<file path="src/rtl/alu_arbiter.sv">
// Two-requester front end for one shared alu32: arbitrates, registers the ALU operands and returns the captured result.
// Define ALU_ARB_ROUND_ROBIN_EN for alternating grants under contention; the default build uses fixed priority with req0 first.
module alu_arbiter #(
    parameter int WIDTH = 32
) (
    input  logic             clk,
    input  logic             rst_n,
    input  logic             req0_valid,
    output logic             req0_ready,
    input  logic [WIDTH-1:0] req0_a,
    input  logic [WIDTH-1:0] req0_b,
    input  logic [2:0]       req0_op,
    input  logic             req1_valid,
    output logic             req1_ready,
    input  logic [WIDTH-1:0] req1_a,
    input  logic [WIDTH-1:0] req1_b,
    input  logic [2:0]       req1_op,
    output logic [WIDTH-1:0] alu_a,
    output logic [WIDTH-1:0] alu_b,
    output logic [2:0]       alu_s,
    input  logic [WIDTH-1:0] alu_r,
    input  logic             alu_z,
    output logic             rsp0_valid,
    output logic             rsp1_valid,
    output logic [WIDTH-1:0] rsp_result,
    output logic             rsp_zero,
    output logic [15:0]      ops_done
);

    typedef enum logic [1:0] {IDLE, EXEC, RESP} state_t;

    state_t           r_state;
    logic             r_lastGrant;
    logic             r_owner;
    logic [WIDTH-1:0] r_aluA;
    logic [WIDTH-1:0] r_aluB;
    logic [2:0]       r_aluS;
    logic [WIDTH-1:0] r_rspResult;
    logic             r_rspZero;
    logic             r_rsp0Valid;
    logic             r_rsp1Valid;
    logic [15:0]      r_opsDone;

    logic             w_grant;
    logic             w_canAccept;
    logic             w_handshake;
    logic [WIDTH-1:0] w_selA;
    logic [WIDTH-1:0] w_selB;
    logic [2:0]       w_selOp;

    always_comb begin
        w_grant = 1'b0;
        if (req0_valid && req1_valid) begin
`ifdef ALU_ARB_ROUND_ROBIN_EN
            w_grant = ~r_lastGrant;
`else
            w_grant = 1'b0;
`endif
        end else if (req1_valid) begin
            w_grant = 1'b1;
        end
    end

    // Readys are gated by rst_n because reset is synchronous and the state may still read EXEC/RESP.
    assign w_canAccept = rst_n && ((r_state == IDLE) || (r_state == RESP));
    assign req0_ready  = w_canAccept && !w_grant;
    assign req1_ready  = w_canAccept && w_grant;
    assign w_handshake = (req0_valid && req0_ready) || (req1_valid && req1_ready);

    assign w_selA  = w_grant ? req1_a  : req0_a;
    assign w_selB  = w_grant ? req1_b  : req0_b;
    assign w_selOp = w_grant ? req1_op : req0_op;

    always_ff @(posedge clk) begin
        if (!rst_n) begin
            r_state     <= IDLE;
            r_lastGrant <= 1'b1;
            r_owner     <= 1'b0;
            r_aluA      <= '0;
            r_aluB      <= '0;
            r_aluS      <= 3'b000;
            r_rspResult <= '0;
            r_rspZero   <= 1'b0;
            r_rsp0Valid <= 1'b0;
            r_rsp1Valid <= 1'b0;
            r_opsDone   <= 16'h0000;
        end else begin
            r_rsp0Valid <= 1'b0;
            r_rsp1Valid <= 1'b0;
            case (r_state)
                IDLE, RESP: begin
                    if (w_handshake) begin
                        r_aluA      <= w_selA;
                        r_aluB      <= w_selB;
                        r_aluS      <= w_selOp;
                        r_owner     <= w_grant;
                        r_lastGrant <= w_grant;
                        r_state     <= EXEC;
                    end else begin
                        r_state <= IDLE;
                    end
                end
                EXEC: begin
                    // The pulse and count are registered here so they appear during RESP.
                    r_rspResult <= alu_r;
                    r_rspZero   <= alu_z;
                    if (r_owner) begin
                        r_rsp1Valid <= 1'b1;
                    end else begin
                        r_rsp0Valid <= 1'b1;
                    end
                    r_opsDone <= r_opsDone + 16'd1;
                    r_state   <= RESP;
                end
                default: r_state <= IDLE;
            endcase
        end
    end

    assign alu_a      = r_aluA;
    assign alu_b      = r_aluB;
    assign alu_s      = r_aluS;
    assign rsp_result = r_rspResult;
    assign rsp_zero   = r_rspZero;
    assign rsp0_valid = r_rsp0Valid;
    assign rsp1_valid = r_rsp1Valid;
    assign ops_done   = r_opsDone;

endmodule
</file>
<file path="config.mk">
export PLATFORM = sky130hd
export DESIGN_NAME = alu_arbiter
export DESIGN_NICKNAME = d
export VERILOG_FILES = /design/src/rtl/alu_arbiter.sv
export SDC_FILE = /design/constraint.sdc
export NUM_CORES = 1
export LEC_CHECK = 0
export ABC_AREA = 0
export BUFFER_PORTS_ARGS = -buffer_cell sky130_fd_sc_hd__buf_2
export CAP_MARGIN = 5
export CORE_UTILIZATION = 40
export CTS_CLUSTER_DIAMETER = 30
export CTS_CLUSTER_SIZE = 14
export DETAILED_ROUTE_END_ITERATION = 10
export PLACE_DENSITY = 0.81
export SYNTH_ARGS = -nofsm -noshare
export SYNTH_HDL_FRONTEND = slang
export SYNTH_SLANG_ARGS = --single-unit
</file>
<file path="constraint.sdc">
create_clock -name clk -period 1.65 [get_ports clk]
set_input_delay 0.2475 -clock clk [delete_from_list [all_inputs] [get_ports clk]]
set_output_delay 0.2475 -clock clk [all_outputs]
set_load 0.03 [all_outputs]
</file>
# == After elaboration in Yosys (flattened, before gate mapping) ==
# Index checks and enable logic that the tools add are counted.
# word_totals
reg_bits,121
inputBits,171
word_cells,35
# classes
add_sub_neg,1
eq_ne,2
muxes,9
n_reduce_logical,13
# op_table
op,n
2-to-1 mux 32 bit,2
adder 16 x 1 -> 16 bit (second input constant),1
logical AND 1 bit,6
2-to-1 mux 1 bit,5
one-hot mux 2 bit (2 select lines),1
AND reduction 2 bit,2
2-to-1 mux 3 bit,1
== test 2 x 1 -> 1 bit (second input constant),1
== test 2 bit (second input constant),1
zero test 2 bit,1
logical OR 1 bit,2
OR reduction 2 bit,1
zero test 1 bit,1

# == Logic depth before layout (Yosys ltp) ==
# logic_depth
word_depth,8
mapped_depth,6
depth_no_buf,5

# == Worst setup path before layout ==
# OpenSTA, ideal clock, no wires.
# synth_timing
path_kind,reg-to-reg
start,"reg r_opsDone[0], in the netlist ops_done[0]"
end,"reg r_opsDone[14], in the netlist ops_done[14]"
arrival_time_ns,1.471
setup_slack_ns,0.052
path_stages_with_launch,6
path_buffers,0
synth_period_minus_slack_ns,1.598
path_cell_list,dfxtp_1 -> ha_1 -> nand4b_2 -> nor4_2 -> xnor2_1 -> nor2_1
# synth_between
elab_chain_cells,1
# synth_rtl
element,line,rtl
"start, declared",42,logic [15:0] r_opsDone;
"start signal, assigned",112,r_opsDone <= r_opsDone + 16'd1;
adder 16 x 1 -> 16 bit,112,
# Every way passes these cells.
# A chain may end at the register's enable or synchronous reset.

# == Final worst setup path ==
# Ends and elaborated chain as after synthesis.

==> flow_summary.ini <==
[worst_setup_path]
slowest_delay_ns = 0.38
worstPathBufferInverterCount = 0
worstSetupEndpointType = flop
cp_slowest_cell = sky130_fd_sc_hd__dfxtp_1
critPathLaunchType = flop
cpLargestDelayFamily = simple AND/OR/NAND/NOR gates
timing.critical_path.cells = ha_1, nand4b_2, nor4_2, xnor2_1, nor2_1
critical_path.max_fanout = 6
critical_path_required_ns = 1.95
timing_worst_setup_path_type = reg -> reg
cp.arrival_ns = 1.81

[yosys]
synth-edff-count = 0
synthesis.area_per_instance_um2 = 9.10
syn_nets = 715
netlist.area_leader.share_pct = 49.0
synth-seq-cells = 121
ys_dominant_reg_cell = sky130_fd_sc_hd__dfxtp_1
netlist.top_cell.by_area = sky130_fd_sc_hd__dfxtp_1
synth.top_cells.by_area = sky130_fd_sc_hd__dfxtp_1, sky130_fd_sc_hd__mux2i_1, sky130_fd_sc_hd__nand3_1, sky130_fd_sc_hd__nand2_1, sky130_fd_sc_hd__o21ai_1
count_of_different_cell_masters_after_synthesis = 31
syn-cell-area_um2 = 4940
sequential_element_share_of_the_synthesized_area_pct = 49.0
yosysWarningCount = 0
synthArstFlopShare_pct = 0
post_synth_inst_count = 543

[placement]
port-buffer-count = 290
pre_cts_slack_ns = 0.195
post-place-cells = 953
hpwlAfterDp_um = 10500
place.gp.congestion = 0.818

[timing]
setup-tns-final_ns = 0
clock_period_minus_worst_slack_ns = 1.51
finalSetupViolations = 0
worst_pin_slew_ns = 0.498
layout_worst_path_cycle_share_pct = 91.4
max-slew-margin-rel_pct = 66.8
finalHoldViolCount = 0
timing.final.max_slew_violations = 0
fmax_ghz = 0.663
worst_hold_slack_ns = 0.0726
clock-skew-final_ns = 0.00637
grt_setup_unrepaired = false
postLayoutSetupSlackWorst_ns = 0.142

[power_and_ir_drop]
pwr-share-clk_pct = 47.1
power.ir.vdd_worst_uv = 958
switching_power_uw = 2330
p_leak_uw = 0.00343
seq_power_share_pct = 36.6
power_frac_comb_pct = 16.3
power.density_cell_area_nw_per_um2 = 1230
power.switching_fraction_pct = 26.2
internal-power_uw = 6580

[layout]
syn_to_final_growth_pct = 46.4
finalNetCount = 997
final_core_utilization_pct = 60.2
final-instance-count-excl-fill = 989
fraction_of_final_layout_cells_sized_beyond_drive_strength_1_pct = 41.8

[cts]
clk_latency_ns = 0.41
cts.path.max_buffers = 2
cts_tree = yes
post_cts_hold_buffer_count = 0
path_clk_slew_ns = 0.05
cts.root.buffer_cell = sky130_fd_sc_hd__clkbuf_16
cts.sinks = 121
cts_inserted_buffers = 17
cts_post_setup_buffers_inserted = 0
h-tree-depth = 4

[global_routing]
track_usage_pct = 22.4
grt_max_degree = 70
globalRouteOverflowTotal = 0
grt_pass1_wl_um = 22400
initial_antenna_violation_count = 3
grt_pass1_vias = 4667

[run]
timing.max_cap.violations = 0

[route]
detail_route.wirelength_um = 14400
avgRoutedWirePerCell_um = 14.5
initialDrtViolationCount = 238
count_of_vias_placed_by_the_detailed_router = 4922
vias_per_cell = 4.98
detail_route.drc_violations = 0
drt.antenna.violating_nets = 0
drt_pre_antenna_iters = 4

[die]
core_region_area_um2 = 12000
initial_cell_density_of_the_core_pct = 41.1
floorplan.die.height_um = 113
placement_rows = 40
boundaryPins = 291
die_width_um = 113
die_area_um2 = 12800

[run_status]
outcome = complete, no violations

[hold_path]
timing.hold.worst.class = in -> reg
cells in the mapped netlist, types with 4 or more instances:
cell type,n
sky130_fd_sc_hd__nor3_1,4
sky130_fd_sc_hd__xnor2_1,9
sky130_fd_sc_hd__nand2_1,74
sky130_fd_sc_hd__dfxtp_1,121
sky130_fd_sc_hd__mux2i_1,69
sky130_fd_sc_hd__o21ai_1,52
sky130_fd_sc_hd__nand2b_1,4
sky130_fd_sc_hd__a21oi_1,37
sky130_fd_sc_hd__inv_1,4
sky130_fd_sc_hd__clkbuf_1,23
sky130_fd_sc_hd__buf_4,14
sky130_fd_sc_hd__o21ai_0,17
sky130_fd_sc_hd__nor4_2,4
sky130_fd_sc_hd__nor2_1,15
sky130_fd_sc_hd__nand3_1,72
state kept, by name (all words and copies together) (netlist names):
| signal | flops |
|---|---|
| alu_a | 32 |
| alu_b | 32 |
| alu_s | 3 |
| ops_done | 16 |
| r_owner | 1 |
| r_state | 2 |
| rsp0_valid | 1 |
| rsp1_valid | 1 |
| rsp_result | 32 |
| rsp_zero | 1 |
layout make-up:
| type | instances | area (µm²) |
|---|---|---|
| multi-input combinational | 374 | 2260 |
| inverter | 5 | 18.8 |
| timing repair buffer | 306 | 1660 |
| clock inverter | 12 | 220 |
| sequential | 121 | 2420 |
| clock buffer | 20 | 457 |
| tap | 147 | 184 |
| fill | 1073 | 4780 |
| antenna | 4 | 10.0 |
path summary, 6_finish.rpt:
check | end | startpoint | depth (start not counted) | slack (ns)
min reg2reg | rsp_result[15]$_SDFFE_PN0P_ | rsp_result[15]$_SDFFE_PN0P_ | 2 | 0.45
min | rsp_result[26]$_SDFFE_PN0P_ | alu_r[26] | 3 | 0.07
max reg2reg | ops_done[14]$_SDFFE_PN0P_ | ops_done[0]$_SDFFE_PN0P_ | 5 | 0.14
max | ops_done[14]$_SDFFE_PN0P_ | ops_done[0]$_SDFFE_PN0P_ | 5 | 0.14
stage by stage:
| stage | area (µm²) | power (µW) |
|---|---|---|
| 2_1_floorplan | 4940 | 4230 |
| 3_3_place_gp | 6550 | 4750 |
| 3_5_place_dp | 6550 | 4770 |
| 4_1_cts | 7220 | 9010 |
| 5_1_grt | 7230 | 9250 |
| 6_report | 7240 | 8920 |
cell families (layout without fill, tap and decap cells):
logic type               count (synthesis)  in the layout  synth area share (%)
AO/OA/AOI/OAI                          108            108                  11.3
adder cells (fa/ha/maj)                  1              1                 0.253
flip-flops                             121            121                  49.0
buffers and inverters                   48            343                  5.39
AND/OR/NAND/NOR                        185            185                  18.2
other                                    0              4                     0
multiplexers                            69             69                  14.0
XOR/XNOR                                11             11                  1.95
tightest hold or removal path, cell delays in order:
cell	delay, ns
sky130_fd_sc_hd__buf_2	0.09
sky130_fd_sc_hd__nand2_1	0.04
sky130_fd_sc_hd__a21oi_1	0.05
power groups by stage:
stage | sequential (µW) | combinational [µW] | clock [µW]
floorplan | 3750 | 485 | 0
global placement | 3310 | 1440 | 0
detailed placement | 3320 | 1460 | 0
CTS | 3260 | 1460 | 4280
global route | 3290 | 1560 | 4400
finish | 3260 | 1450 | 4200
layer usage:
metal,vias to the layer above,GRT usage (%),part of all wire [%]
li1,2456,-,-
met5,-,0,0
met2,208,38.9,50
met4,0,9.30,1.9
met3,25,9.16,8.5
met1,2233,24.1,40
repair_timing:
action | CTS | global route
endpoints found under the hold margin | 0 | 0
resized for setup | 0 | 1
endpoints found under the setup margin | 0 | 1
cells in the final DEF, fill, tap and decap left out, types with 2 or more instances in the layout:
cell                        count
sky130_fd_sc_hd__nand4_1        2
sky130_fd_sc_hd__xor2_1         2
sky130_fd_sc_hd__dfxtp_1      120
sky130_fd_sc_hd__nor2_1        15
sky130_fd_sc_hd__buf_4          9
sky130_fd_sc_hd__buf_12         7
sky130_fd_sc_hd__and3_1         2
sky130_fd_sc_hd__nor4_2         4
sky130_fd_sc_hd__clkinv_4       2
sky130_fd_sc_hd__nand2_1       74
sky130_fd_sc_hd__o21ai_1       52
sky130_fd_sc_hd__bufinv_16      6
sky130_fd_sc_hd__a21oi_1       37
sky130_fd_sc_hd__inv_1          4
sky130_fd_sc_hd__o21ai_0       17
sky130_fd_sc_hd__xnor2_1        9
sky130_fd_sc_hd__clkbuf_16     17
sky130_fd_sc_hd__clkbuf_8       2
sky130_fd_sc_hd__mux2i_1       69
sky130_fd_sc_hd__diode_2        4
sky130_fd_sc_hd__clkinv_2       3
sky130_fd_sc_hd__or3_1          2
sky130_fd_sc_hd__buf_2        290
sky130_fd_sc_hd__nor3_1         4
sky130_fd_sc_hd__nand2b_1       4
sky130_fd_sc_hd__nand3_1       72
No activity file was read; power rests on OpenSTA's default activity.
